==> config.mk <==
export PLATFORM = sky130hd
export DESIGN_NAME = layer0_input_loader
export DESIGN_NICKNAME = d
export VERILOG_FILES = /design/src/rtl/layer0_loader_pkg.sv /design/src/rtl/vec_hold_reg.sv /design/src/rtl/layer0_input_loader.sv
export SDC_FILE = /design/constraint.sdc
export NUM_CORES = 1
export LEC_CHECK = 0
export CAP_MARGIN = 20
export CORE_AREA = 2 2 83 85
export DETAILED_ROUTE_END_ITERATION = 10
export DIE_AREA = 0 0 85 87
export HOLD_SLACK_MARGIN = 0.02
export PLACE_DENSITY = 0.82
export SLEW_MARGIN = 25
export SYNTH_ARGS = -nofsm -noshare
export SYNTH_HDL_FRONTEND = slang
export SYNTH_SLANG_ARGS = --single-unit
==> constraint.sdc <==
create_clock -name clk -period 4.4 [get_ports clk]
set_clock_uncertainty 0.2 [all_clocks]
set_input_delay 0.44 -clock clk [delete_from_list [all_inputs] [get_ports clk]]
set_output_delay 0.44 -clock clk [all_outputs]
set_load 0.005 [all_outputs]
==> src/rtl/layer0_loader_pkg.sv <==
// Shared widths, types and helpers for the layer-0 input loader.
package layer0_loader_pkg;

    localparam int FEAT_BITS = 2;
    localparam int N_FEAT    = 16;
    localparam int BEAT_FEAT = 4;
    localparam int BEATS     = N_FEAT / BEAT_FEAT;
    localparam int BEAT_W    = BEAT_FEAT * FEAT_BITS;
    localparam int VEC_W     = N_FEAT * FEAT_BITS;

    typedef logic [FEAT_BITS-1:0] feat_t;
    typedef logic [BEAT_W-1:0]    beat_t;
    typedef logic [VEC_W-1:0]     vec_t;

    // Increment an 8-bit event counter, holding at 255.
    function automatic logic [7:0] sat_inc(input logic [7:0] v);
        return (v == 8'hFF) ? v : v + 8'd1;
    endfunction

endpackage

==> src/rtl/vec_hold_reg.sv <==
// Hold register presenting a finished vector to layer 0 with a valid/ready handshake.
module vec_hold_reg #(
    parameter int VEC_W = layer0_loader_pkg::VEC_W
) (
    input  logic             clk,
    input  logic             rst_n,
    input  logic             load,
    input  logic [VEC_W-1:0] load_vec,
    input  logic             out_ready,
    output logic [VEC_W-1:0] out_vec,
    output logic             out_valid
);

    // Load wins over drain so a same-edge reload keeps out_valid high.
    // NOTE: registers use non-blocking assignments so every flop samples pre-edge values.
    always_ff @(posedge clk or negedge rst_n) begin
        if (!rst_n) begin
            out_vec   <= '0;
            out_valid <= 1'b0;
        end else if (load) begin
            out_vec   <= load_vec;
            out_valid <= 1'b1;
        end else if (out_valid && out_ready) begin
            out_valid <= 1'b0;
        end
    end

endmodule

==> src/rtl/layer0_input_loader.sv <==
// Layer-0 input loader: assembles feature beats into a vector, double-buffered
// through a fill register and a hold register, with framing-error tracking.
module layer0_input_loader #(
    parameter int FEAT_BITS = layer0_loader_pkg::FEAT_BITS,
    parameter int N_FEAT    = layer0_loader_pkg::N_FEAT,
    parameter int BEAT_FEAT = layer0_loader_pkg::BEAT_FEAT
) (
    input  logic                          clk,
    input  logic                          rst_n,
    input  logic [BEAT_FEAT*FEAT_BITS-1:0] in_data,
    input  logic                          in_valid,
    output logic                          in_ready,
    input  logic                          in_last,
    output logic [N_FEAT*FEAT_BITS-1:0]    out_vec,
    output logic                          out_valid,
    input  logic                          out_ready,
    output logic                          err_pulse,
    output logic [7:0]                    err_count
);
    import layer0_loader_pkg::sat_inc;

    localparam int BEATS  = N_FEAT / BEAT_FEAT;
    localparam int BEAT_W = BEAT_FEAT * FEAT_BITS;
    localparam int VEC_W  = N_FEAT * FEAT_BITS;
    localparam int IDX_W  = (BEATS > 1) ? $clog2(BEATS) : 1;
    localparam logic [IDX_W-1:0] LAST_IDX = IDX_W'(BEATS - 1);

    logic [IDX_W-1:0] beat_idx;
    logic [VEC_W-1:0] fill_vec;
    logic [VEC_W-1:0] merged_vec;
    logic [VEC_W-1:0] load_vec;
    logic             fill_complete;
    logic             accept;
    logic             at_final;
    logic             complete_now;
    logic             early_last;
    logic             missing_last;
    logic             transfer;

    // in_ready comes straight from a flop, so it never depends on in_valid.
    assign in_ready     = !fill_complete;
    assign accept       = in_valid & in_ready;
    assign at_final     = (beat_idx == LAST_IDX);
    assign complete_now = accept & at_final;
    assign early_last   = accept & in_last & !at_final;
    assign missing_last = complete_now & !in_last;
    // A vector finishing this edge bypasses the fill flag straight into the
    // hold register, which gives one-cycle latency and bubble-free streaming.
    assign transfer     = (fill_complete | complete_now) & (!out_valid | out_ready);

    // Fill register with the current beat merged in; source for the hold register.
    // NOTE: every always_comb output gets a default first so no latch is inferred.
    always_comb begin
        merged_vec = fill_vec;
        merged_vec[int'(beat_idx)*BEAT_W +: BEAT_W] = in_data;
        load_vec = fill_complete ? fill_vec : merged_vec;
    end

    // Beat counter, fill register and fill-complete flag.
    always_ff @(posedge clk or negedge rst_n) begin
        if (!rst_n) begin
            beat_idx      <= '0;
            fill_vec      <= '0;
            fill_complete <= 1'b0;
        end else begin
            if (accept) begin
                fill_vec <= merged_vec;
                if (at_final || in_last) beat_idx <= '0;
                else                     beat_idx <= beat_idx + IDX_W'(1);
            end
            if (transfer)          fill_complete <= 1'b0;
            else if (complete_now) fill_complete <= 1'b1;
        end
    end

    // Framing errors: registered pulse and saturating count.
    always_ff @(posedge clk or negedge rst_n) begin
        if (!rst_n) begin
            err_pulse <= 1'b0;
            err_count <= 8'd0;
        end else begin
            err_pulse <= early_last | missing_last;
            if (early_last || missing_last) err_count <= sat_inc(err_count);
        end
    end

    vec_hold_reg #(.VEC_W(VEC_W)) u_hold (
        .clk       (clk),
        .rst_n     (rst_n),
        .load      (transfer),
        .load_vec  (load_vec),
        .out_ready (out_ready),
        .out_vec   (out_vec),
        .out_valid (out_valid)
    );

endmodule
==> results.cfg <==
[power]
power.static_leakage_uw = 0.00179
pwr_density_cell_mw_per_mm2 = 569
ir_drop_mv = 0.419

[routing]
dr.pass1.iters = 4
routed.top_layer = met4
wl_um = 8010
vias = 2943
drt.antenna.violating_nets = 0
wire_per_inst_um = 15.3
wl_met2_um = 3820
via_per_inst = 5.64
drt_iter0_drc = 184
dr_wl_met3_um = 624
drc = 0
drt-met1-wl_um = 3420

[cts]
cts_max_path_buffers = 2
path_clk_slew_ns = 0.07
cts.repair.resized = 0
cts.sinks = 77
insertion_delay_ns = 0.33
htree_num_levels = 3
clock-root-buffer = clkbuf_8
cts_made_buffers = 9
post_cts_buffers = 0
tritoncts = built

[worst_hold_path]
whs_path_depth = 2
hp-class = reg2reg

[place]
hpwl_um = 5410
port_buffers = 55
routabilityCongestion = 0.802
dp_cells = 505

[critical_path]
crit_path_start_kind = flop
cpLargestDelayFamily = simple AND/OR/NAND/NOR gates
crit_chain = inv_2, ha_1, nor3b_2, nand3_1, a31oi_1
cp_num_cells = 5
crit_type = reg2reg
worst-path-max-fanout = 16
crit_required_ns = 4.45
reg2reg_depth = 5
cp-end-kind = flop
cp.arrival_ns = 2.63
cp_slowest_cell = nor3b_2
crit_buf_inv = 1
critical_path.max_stage_delay_ns = 0.80

[grt]
antenna_found_initial = 0
grt_pass1_vias = 2870
overflow = 0
grt_use_total_pct = 23.0
grt_max_degree = 52
grt_pass1_wl_um = 13500

[floorplan]
rows = 30
dieArea_mm2 = 0.00740
core-area_mm2 = 0.00657
fp.dieW_um = 85
io_pins = 56
die_y_um = 87
start_util_pct = 55.2

[synthesis]
synth_cell_types = 32
yosys.area.top_type = dfrtp_1
muxShareOfSynthArea_pct = 1.24
synth_fa_ha_area_share_pct = 2.41
synth-compound-area-share_pct = 11.5
syn_inst = 393
synth_fp_nets = 413
synth_area_leaders = dfrtp_1 53%, nand2_1 11%, a31oi_1 5.3%, nand3_1 5.0%, o21ai_0 4.0%
ys_warn_count = 0
yosys_register_bits = 77
synth_top_area_share_pct = 53.1
seq_area_frac_synth_pct = 53.1
synth_xor_area_share_pct = 1.45
synthSimpleGateAreaFrac_pct = 24.5
synth_top_family_by_area = simple AND/OR/NAND/NOR gates
syn_area_per_cell_um2 = 9.23
netlist_area_mm2 = 0.00363

[timing]
period_share_pct = 58.7
post-route-min-period_ns = 2.58
hold_viol = 0
tightestPinTransition_ns = 0.956
drv_slew = 0
rsz0062_at_grt = no
finalSetupViolations = 0
fmax_mhz = 387
tns_ns = 0
slew-limit-headroom_pct = 36.0

[cells_and_area]
diodes = 0
final_nets = 457
final_cells = 522
area_growth_syn_to_layout_pct = 19.8
drive_above_1_share_pct = 7.69

[outcome]
status = finished clean

[job]
cap_violations = 0
state kept, by name (all words and copies together) (netlist names):
register and count:
u_hold.out_valid 1, u_hold.out_vec 32, fill_vec 32, err_count 8, err_pulse 1, fill_complete 1
beat_idx 2
cell usage in the layout (no fill, tap or decap), types with 2 or more instances in the layout:
cell type / instances
o21ai_0: 29
clkdlybuf4s50_1: 54
clkinv_2: 2
inv_1: 7
nor2b_1: 4
mux2_2: 4
bufinv_16: 2
clkbuf_8: 11
xor2_1: 3
nand4_1: 2
dfrtp_1: 77
and2b_1: 2
nand3_1: 36
buf_4: 3
nor3_1: 3
nor2_1: 34
xnor2_1: 3
nand2_1: 109
o21ai_1: 4
ha_1: 7
a31oi_1: 31
synth_stat cells (all sizes together):
master	n
xnor2	3
nand2	111
inv	8
buf	25
ha	7
nor3b	2
mux2	4
o211ai	1
nor2	34
and2b	2
xor2	3
o21ai	33
a22o	1
dfrtp	77
nor2b	4
a31oi	32
nand4	2
a21oi	2
nor4b	2
nand3	36
nor3	4
power by group:
group | internal, uW | switching (uW) | total [uW]
sequential | 923 | 149 | 1070
combinational | 466 | 340 | 805
clock | 349 | 248 | 597
final cells by class:
| class | instances | area [um2] |
|---|---|---|
| Clock inverter | 4 | 70.1 |
| Timing Repair Buffer | 58 | 573 |
| Multi-Input combinational cell | 283 | 1490 |
| Inverter | 8 | 30.0 |
| Fill cell | 513 | 2220 |
| Sequential cell | 77 | 1930 |
| Clock buffer | 12 | 155 |
| Tap cell | 80 | 100 |
worst paths after layout:
kind / startpoint / end / slack [ns]
setup / recovery: beat_idx[0] / u_hold.out_vec[5] / 1.82
hold / removal: fill_vec[30] / fill_vec[30] / 0.28
setup reg to reg: beat_idx[0] / u_hold.out_vec[5] / 1.82
hold reg to reg: fill_vec[30] / fill_vec[30] / 0.28
max in group asynchronous: rst_n / u_hold.out_valid / 2.72
min in group asynchronous: rst_n / u_hold.out_vec[14] / 0.46
what timing repair did:
action	in CTS	in global routing
endpoints found under the setup margin	0	0
hold buffers	1	0
endpoints found under the hold margin	50	0
kinds of logic after synthesis:
family                   after synthesis
AO/OA/AOI/OAI                         69
buffers and inverters                 33
multiplexers                           4
adder cells (fa/ha/maj)                7
flip-flops                            77
XOR/XNOR                               6
AND/OR/NAND/NOR                      197
tightest hold or removal path, cell delays in order, from the launching register on:
cell     delay [ns]
dfrtp_1        0.34
nand2_1        0.05
o21ai_0        0.06
metrics by stage:
step	area [um2]	setup slack [ns]	hold slack, ns	total power, uW	util, %
finish	4350	1.82	0.283	2480	66.2
global route	4350	1.65	0.314	2640	66.2
CTS	4350	1.84	0.287	2490	66.2
detailed placement	4110	1.57	0.270	1900	62.6
global placement	4110	1.67	0.261	1860	62.6
floorplan	3630	2.35	-0.0556	1440	-
routing by layer:
metal / global-route usage (%) / vias to the layer above
li1: - / 1410
met1: 30.7 / 1403
met2: 37.0 / 113
met3: 4.93 / 17
met4: 9.24 / 0
met5: 0 / -
Power figures use the tool's default switching activity.
